===== src/rtl/unidade_controle_param.sv =====
// rtl/unidade_controle_param.sv - Moore control FSM for a round-based sequence game; optional play timeout via UNIDADE_CONTROLE_TIMEOUT_EN
module unidade_controle_param #(
    parameter int MAX_RODADAS    = 16,
    parameter int TIMEOUT_CICLOS = 5000
) (
    input  logic                           clock,
    input  logic                           reset,
    input  logic                           iniciar,
    input  logic                           jogada,
    input  logic                           igual,
    input  logic                           fimRodada,
    input  logic                           modo,
    output logic                           zeraC,
    output logic                           contaC,
    output logic                           zeraR,
    output logic                           registraR,
    output logic                           zeraCL,
    output logic                           contaCL,
    output logic                           escreveM,
    output logic                           acertou,
    output logic                           errou,
    output logic                           errou_timeout,
    output logic                           pronto,
    output logic [$clog2(MAX_RODADAS)-1:0] rodada,
    output logic [3:0]                     db_estado,
    output logic                           db_timeout
);

    localparam int RW = $clog2(MAX_RODADAS);

    typedef enum logic [3:0] {
        INICIAL          = 4'h0,
        INICIALIZA       = 4'h1,
        INICIA_SEQUENCIA = 4'h2,
        ESPERA           = 4'h3,
        REGISTRA         = 4'h4,
        COMPARA          = 4'h5,
        PROXIMA          = 4'h6,
        FINAL_SEQUENCIA  = 4'h7,
        PROX_SEQUENCIA   = 4'h8,
        ESPERA_ESCRITA   = 4'h9,
        FINAL_ACERTO     = 4'hA,
        ESCREVE          = 4'hB,
        FINAL_TIMEOUT    = 4'hC,
        FINAL_ERRO       = 4'hE
    } state_t;

    state_t          state;
    state_t          next_state;
    logic            modo_r;
    logic [RW-1:0]   rodada_r;
    logic            fim_total;
    logic            fim_t;
    logic            em_final;

    assign fim_total = (rodada_r == RW'(MAX_RODADAS - 1));
    assign em_final  = (state == FINAL_ACERTO) || (state == FINAL_ERRO) ||
                       (state == FINAL_TIMEOUT);
    assign rodada    = rodada_r;

`ifdef UNIDADE_CONTROLE_TIMEOUT_EN
    localparam int TW = $clog2(TIMEOUT_CICLOS);

    logic [TW-1:0] conta_t;

    assign fim_t = (conta_t == TW'(TIMEOUT_CICLOS - 1));

    // Wait-state timer: runs only while waiting for a play, cleared everywhere else
    always_ff @(posedge clock or negedge reset) begin
        if (!reset) begin
            conta_t <= '0;
        end else if (state == ESPERA || state == ESPERA_ESCRITA) begin
            if (!fim_t) begin
                conta_t <= conta_t + TW'(1);
            end
        end else begin
            conta_t <= '0;
        end
    end

    assign db_timeout    = fim_t;
    assign errou_timeout = (state == FINAL_TIMEOUT);
`else
    // No timer: fimT is held low for every legal TIMEOUT_CICLOS
    assign fim_t         = (TIMEOUT_CICLOS < 0);
    assign db_timeout    = 1'b0;
    assign errou_timeout = 1'b0;
`endif

    // State register
    always_ff @(posedge clock or negedge reset) begin
        if (!reset) begin
            state <= INICIAL;
        end else begin
            state <= next_state;
        end
    end

    // Mode is sampled only when a new game is launched
    always_ff @(posedge clock or negedge reset) begin
        if (!reset) begin
            modo_r <= 1'b0;
        end else if (iniciar && (state == INICIAL || em_final)) begin
            modo_r <= modo;
        end
    end

    // Completed-round counter, saturating at the last round
    always_ff @(posedge clock or negedge reset) begin
        if (!reset) begin
            rodada_r <= '0;
        end else if (state == INICIALIZA) begin
            rodada_r <= '0;
        end else if (state == PROX_SEQUENCIA && !fim_total) begin
            rodada_r <= rodada_r + RW'(1);
        end
    end

    // Next-state logic
    always_comb begin
        next_state = INICIAL;
        case (state)
            INICIAL:          next_state = iniciar ? INICIALIZA : INICIAL;
            INICIALIZA:       next_state = INICIA_SEQUENCIA;
            INICIA_SEQUENCIA: next_state = ESPERA;
            ESPERA: begin
                if (fim_t)       next_state = FINAL_TIMEOUT;
                else if (jogada) next_state = REGISTRA;
                else             next_state = ESPERA;
            end
            REGISTRA:         next_state = COMPARA;
            COMPARA: begin
                if (!igual)         next_state = FINAL_ERRO;
                else if (fimRodada) next_state = FINAL_SEQUENCIA;
                else                next_state = PROXIMA;
            end
            PROXIMA:          next_state = ESPERA;
            FINAL_SEQUENCIA: begin
                if (fim_total)   next_state = FINAL_ACERTO;
                else if (modo_r) next_state = ESPERA_ESCRITA;
                else             next_state = PROX_SEQUENCIA;
            end
            PROX_SEQUENCIA:   next_state = INICIA_SEQUENCIA;
            ESPERA_ESCRITA: begin
                if (fim_t)       next_state = FINAL_TIMEOUT;
                else if (jogada) next_state = ESCREVE;
                else             next_state = ESPERA_ESCRITA;
            end
            ESCREVE:          next_state = PROX_SEQUENCIA;
            FINAL_ACERTO:     next_state = iniciar ? INICIALIZA : FINAL_ACERTO;
            FINAL_ERRO:       next_state = iniciar ? INICIALIZA : FINAL_ERRO;
            FINAL_TIMEOUT:    next_state = iniciar ? INICIALIZA : FINAL_TIMEOUT;
            default:          next_state = INICIAL;
        endcase
    end

    // Moore output decode
    always_comb begin
        zeraC     = 1'b0;
        contaC    = 1'b0;
        zeraR     = 1'b0;
        registraR = 1'b0;
        zeraCL    = 1'b0;
        contaCL   = 1'b0;
        escreveM  = 1'b0;
        acertou   = 1'b0;
        errou     = 1'b0;
        pronto    = 1'b0;
        case (state)
            INICIAL: begin
                zeraC  = 1'b1;
                zeraR  = 1'b1;
                zeraCL = 1'b1;
            end
            INICIALIZA: begin
                zeraC  = 1'b1;
                zeraCL = 1'b1;
            end
            REGISTRA:       registraR = 1'b1;
            PROXIMA:        contaC    = 1'b1;
            PROX_SEQUENCIA: contaCL   = 1'b1;
            ESCREVE: begin
                registraR = 1'b1;
                escreveM  = 1'b1;
            end
            FINAL_ACERTO: begin
                acertou = 1'b1;
                pronto  = 1'b1;
            end
            FINAL_ERRO, FINAL_TIMEOUT: begin
                errou  = 1'b1;
                pronto = 1'b1;
            end
            default: ;
        endcase
    end

    // Debug state code; anything outside the legal set reads back as F
    always_comb begin
        db_estado = 4'hF;
        case (state)
            INICIAL, INICIALIZA, INICIA_SEQUENCIA, ESPERA, REGISTRA, COMPARA,
            PROXIMA, FINAL_SEQUENCIA, PROX_SEQUENCIA, ESPERA_ESCRITA,
            FINAL_ACERTO, ESCREVE, FINAL_TIMEOUT, FINAL_ERRO:
                db_estado = state;
            default:
                db_estado = 4'hF;
        endcase
    end

endmodule


===== config.mk =====
export PLATFORM = sky130hd
export DESIGN_NAME = unidade_controle_param
export DESIGN_NICKNAME = d
export VERILOG_FILES = /design/src/rtl/unidade_controle_param.sv
export SDC_FILE = /design/constraint.sdc
export NUM_CORES = 1
export LEC_CHECK = 0
export CAP_MARGIN = 5
export CORE_MARGIN = 10
export CORE_UTILIZATION = 38
export CTS_CLUSTER_SIZE = 8
export DETAILED_ROUTE_END_ITERATION = 6
export PLACE_DENSITY_LB_ADDON = 0.3
export SYNTH_ARGS = -nofsm -noshare
export SYNTH_HDL_FRONTEND = slang
export SYNTH_SLANG_ARGS = --single-unit

===== constraint.sdc =====
create_clock -name clock -period 1.5 [get_ports clock]
set_clock_uncertainty 0.15 [all_clocks]
set_input_delay 0.375 -clock clock [delete_from_list [all_inputs] [get_ports clock]]
set_output_delay 0.375 -clock clock [all_outputs]
set_load 0.02 [all_outputs]

# == After elaboration in Yosys (flattened, before gate mapping) ==
# Cells that the tools add are included.
# word_totals
register_bits,9
latch_bits,0
mem_bits_rw,0
romBits,0
input_bits,7
wordCells,56
mem_count,0
# op_classes
add_sub_neg,1
mul,0
n_div,0
magnitude_cmp,0
n_eq_ne,14
shifts,0
n_mux,23
bitwise_logic,0
n_reduce_logical,15
# op_table
operator,n
$pmux W4 S12,1
$eq A4 B4 Y1 const B,7
$mux W4,7
$eq A4 B3 Y1 const B,4
$reduce_or A14 Y1,1
$mux W1,12
$reduce_or A2 Y1,5
$eq A4 B2 Y1 const B,2
$add A4 B1 Y4 const B,1
$eq A4 B1 Y1 const B,1
$logic_not A4 Y1,1
$mux W2,2
$logic_or A1 B1 Y1,3
$mux W3,1
$reduce_or A3 Y1,1
$logic_and A1 B1 Y1,2
$reduce_bool A2 Y1,1
$logic_not A1 Y1,1

# == Longest topological paths before layout ==
# depth
ltp_word,5
ltp_mapped,6
depth_no_buf,5

# == Least setup slack after synthesis ==
# OpenSTA, ideal clock, no wires.
# synth_path
kind,reg2out
start,reg state[2]
end,out zeraCL
arrival_ns,1.427
required_ns,0.975
path_slack_ns,-0.452
path_stages_with_launch,4
cell_sequence,dfrtp_1 buf_4 nor3_1 buf_4
# synth_via
elab_chain_cells,3
# synth_rtl
element,line,source
"start, declared",48,state_t state;
"start signal, assigned",95,state <= next_state;
$eq A4 B1 Y1 or $logic_not A4 Y1 (tied branches),n/a,
$reduce_or A2 Y1 (no line) (*),n/a,
$mux W1 (*),n/a,
"end, declared",17,"output logic zeraCL,"
# Every way passes the cells marked *; elsewhere a longest branch is shown, timed or not.

# == Final worst setup path ==
# layout_path
start,reg state[0]
end,out zeraR
# layout_via
elab_chain_cells,2
# layout_rtl
element,line,source
$logic_not A4 Y1,169,case (state)
$mux W1,169,
"end, declared",15,"output logic zeraR,"
# No other way between the ends.

==> impl_metrics.toml <==
[timing]
fin_crit_sh = 1.25
timing.fmax_mhz = 534
post-route-min-period_ps = 1870
hold_ws_ps = 253
setup_viol = 21
rsz0062_at_grt = "yes"
fin_ws_ps = -373
slew_viol_final = 0
tns_ps = -4490
hold_viol = 0

[logic_synthesis]
synth.yosys.seq_area_share = 0.314
ys_types = 35
syn_avg_cell_area_um2 = 8.26
yosysTopAreaCellShare = 0.314
synth_cells = 87
yosysWarningCount = 0
ys_top_cells_by_area = "dfrtp_1 31%, buf_4 5.2%, nor3_1 4.9%"
post_synth_instance_area_um2 = 718
synth_top_area_cell = "dfrtp_1"
synth-seq-cells = 9

[setup_path]
worstPathArrival_ps = 1350
start_kind = "flop"
regToRegSetupSlack_ps = -290
cp.required_ps = 970
crit_fanout = 7
crit_type = "reg -> out"
end_kind = "primary output"

[clocking]
cts_buffer_depth = 2
ctsHoldBuffers = 0
cts_sinks = 9
clkTransAtPathRegs_ps = 60
ctsHtreeMaxLevel = 1
worstSkewPairLatency_ps = 260
cts_tree = "built"
clockRootBuffer = "clkbuf_4"
cts_made_buffers = 3

[worst_hold_path]
hp-class = "in -> async"

[power_and_ir_drop]
switchingPower_uw = 1310
comb_power_share = 0.770
netSwitchingFraction = 0.450
clkPwrFrac = 0.064
peakVddDrop_mv = 1.30
leakagePower_uw = 0.000652
p_per_area_mw_per_mm2 = 2030
p_int_uw = 1600
pwr-share-seq = 0.165

[global_route]
grt_pass1_wl_um = 3920
gr-total-overflow = 0
grt_pass1_vias = 846
antenna_found_initial = 0
grt_max_degree = 10
grt_usage = 0.121

[drt]
ant_nets = 0
post_drt_via_cell_ratio = 5.43
drt_iter0_drc = 27
via_count = 901
wl_per_cell_um = 17.9
routed_wl_um = 2970
drc = 0
dr.pass1.iters = 4

[final_layout]
drive_gt1_frac = 0.674
n_fill_cell = 113
area_delta_synth_final_pct = 100
fin_nets = 150
final_cells = 166
diodes = 0

[floorplan]
ios = 27
row_count = 15
die_h_um = 63.5
die_width_um = 63.5
die_area_mm2 = 0.00403
start_util = 0.407
fp.coreArea_mm2 = 0.00176

[placed_design]
placed_cells = 148
dp_hpwl_um = 1680
place_congestion = 0.777
portBuffers = 24

[job]
cap_violations = 0

[outcome]
violations = "setup timing"
outcome = "complete, but fails checks"
worst max-delay path, cell delays in order (launching register included):
cell and delay [ps]:
dfrtp_2 460, or2_4 300, nor3_4 190, buf_6 140
state kept, by name (all words and copies together), names as in the netlist:
register	cells
modo_r	1
rodada	4
state	4
worst paths after layout:
kind                          start  depth (start not counted)   endpoint
min                           reset                          2  rodada[2]
min reg2reg                  modo_r                          1     modo_r
max reg2reg                state[1]                          6     modo_r
max in group asynchronous     reset                          2   state[0]
min in group clock           modo_r                          1     modo_r
max                        state[0]                          3      zeraR
cells in the final DEF (no fill, tap or decap), types with 2 or more instances in the layout:
master	synthesis	final
buf_4	5	26
buf_6	1	24
clkdlybuf4s50_1	0	6
nor2_4	0	5
dfrtp_1	9	5
nand3_2	1	4
o21ai_1	1	4
dfrtp_2	0	4
nand2b_4	0	3
nand2_1	6	3
nor3_4	0	3
a21oi_1	4	3
nor2_1	7	3
clkbuf_4	0	3
inv_2	2	2
nand2_4	0	2
o22ai_2	0	2
a22oi_1	2	2
nor3_2	0	2
nor3_1	7	2
xor2_1	3	2
and3_1	2	2
nor2_2	3	2
conb_1	1	2
clkbuf_2	0	2
power by group through the flow:
stage                     sequential [uW]  clock [uW]  combinational (uW)
final                                 482         187                2250
after global routing                  491         207                2360
after CTS                             477         189                1850
after detailed placement              484           0                1590
after global placement                473           0                1580
after floorplan                       472           0                1030
cell type report:
class	count	area (um2)	share of cell area
repair buffers	60	551	0.383
multi-input cells	65	589	0.410
flip-flops and latches	9	230	0.160
well taps	25	31.3	0.0217
inverters	3	11.3	0.00783
clock buffers	4	26.3	0.0183
what timing repair did:
item                                    in CTS  in global routing
setup buffers                                7                  9
endpoints found under the setup margin      26                 26
endpoints found under the hold margin        0                  0
resized for setup                          101                 32
pin swaps                                   11                  7
through the flow:
stage / utilization / worst slack (ps) / total power [uW] / cell area [um2]
floorplan: - / -137 / 1510 / 807
global placement: 0.660 / -546 / 2050 / 1160
detailed placement: 0.660 / -577 / 2080 / 1160
CTS: 0.733 / -363 / 2520 / 1290
global route: 0.816 / -420 / 3060 / 1440
finish: 0.816 / -373 / 2920 / 1440
synthesized netlist by cell type (all sizes together):
| library cell | instances |
|---|---|
| a21oi | 4 |
| or2 | 1 |
| and2 | 1 |
| ha | 1 |
| o22ai | 3 |
| nor2 | 10 |
| a221oi | 1 |
| buf | 8 |
| nand3 | 5 |
| nand2 | 6 |
| xor2 | 3 |
| nor2b | 1 |
| nor4b | 1 |
| dfrtp | 9 |
| a31o | 1 |
| mux2 | 2 |
| conb | 1 |
| clkbuf | 3 |
| a22oi | 2 |
| o21ai | 4 |
| and4b | 1 |
| nor3 | 7 |
| mux2i | 1 |
| and3 | 2 |
| nand2b | 4 |
| inv | 3 |
| a211oi | 1 |
| o221ai | 1 |
per-layer routing:
metal	share of wire	up-vias	global-route usage	wire length [um]
met4	0.017	0	0.0683	50
met1	0.39	446	0.126	1150
met2	0.55	45	0.209	1630
li1	-	404	-	-
met3	0.045	6	0.0371	134
met5	0	-	0	0
cells by family after synthesis:
kind of cell,synth area share
AO/OA/AOI/OAI,0.150
multiplexers,0.0505
AND/OR/NAND/NOR,0.314
buffers and inverters,0.113
flip-flops,0.314
XOR/XNOR,0.0366
adder cells (fa/ha/maj),0.0174
other,0.00522
No activity file was read; power rests on OpenSTA's default activity.
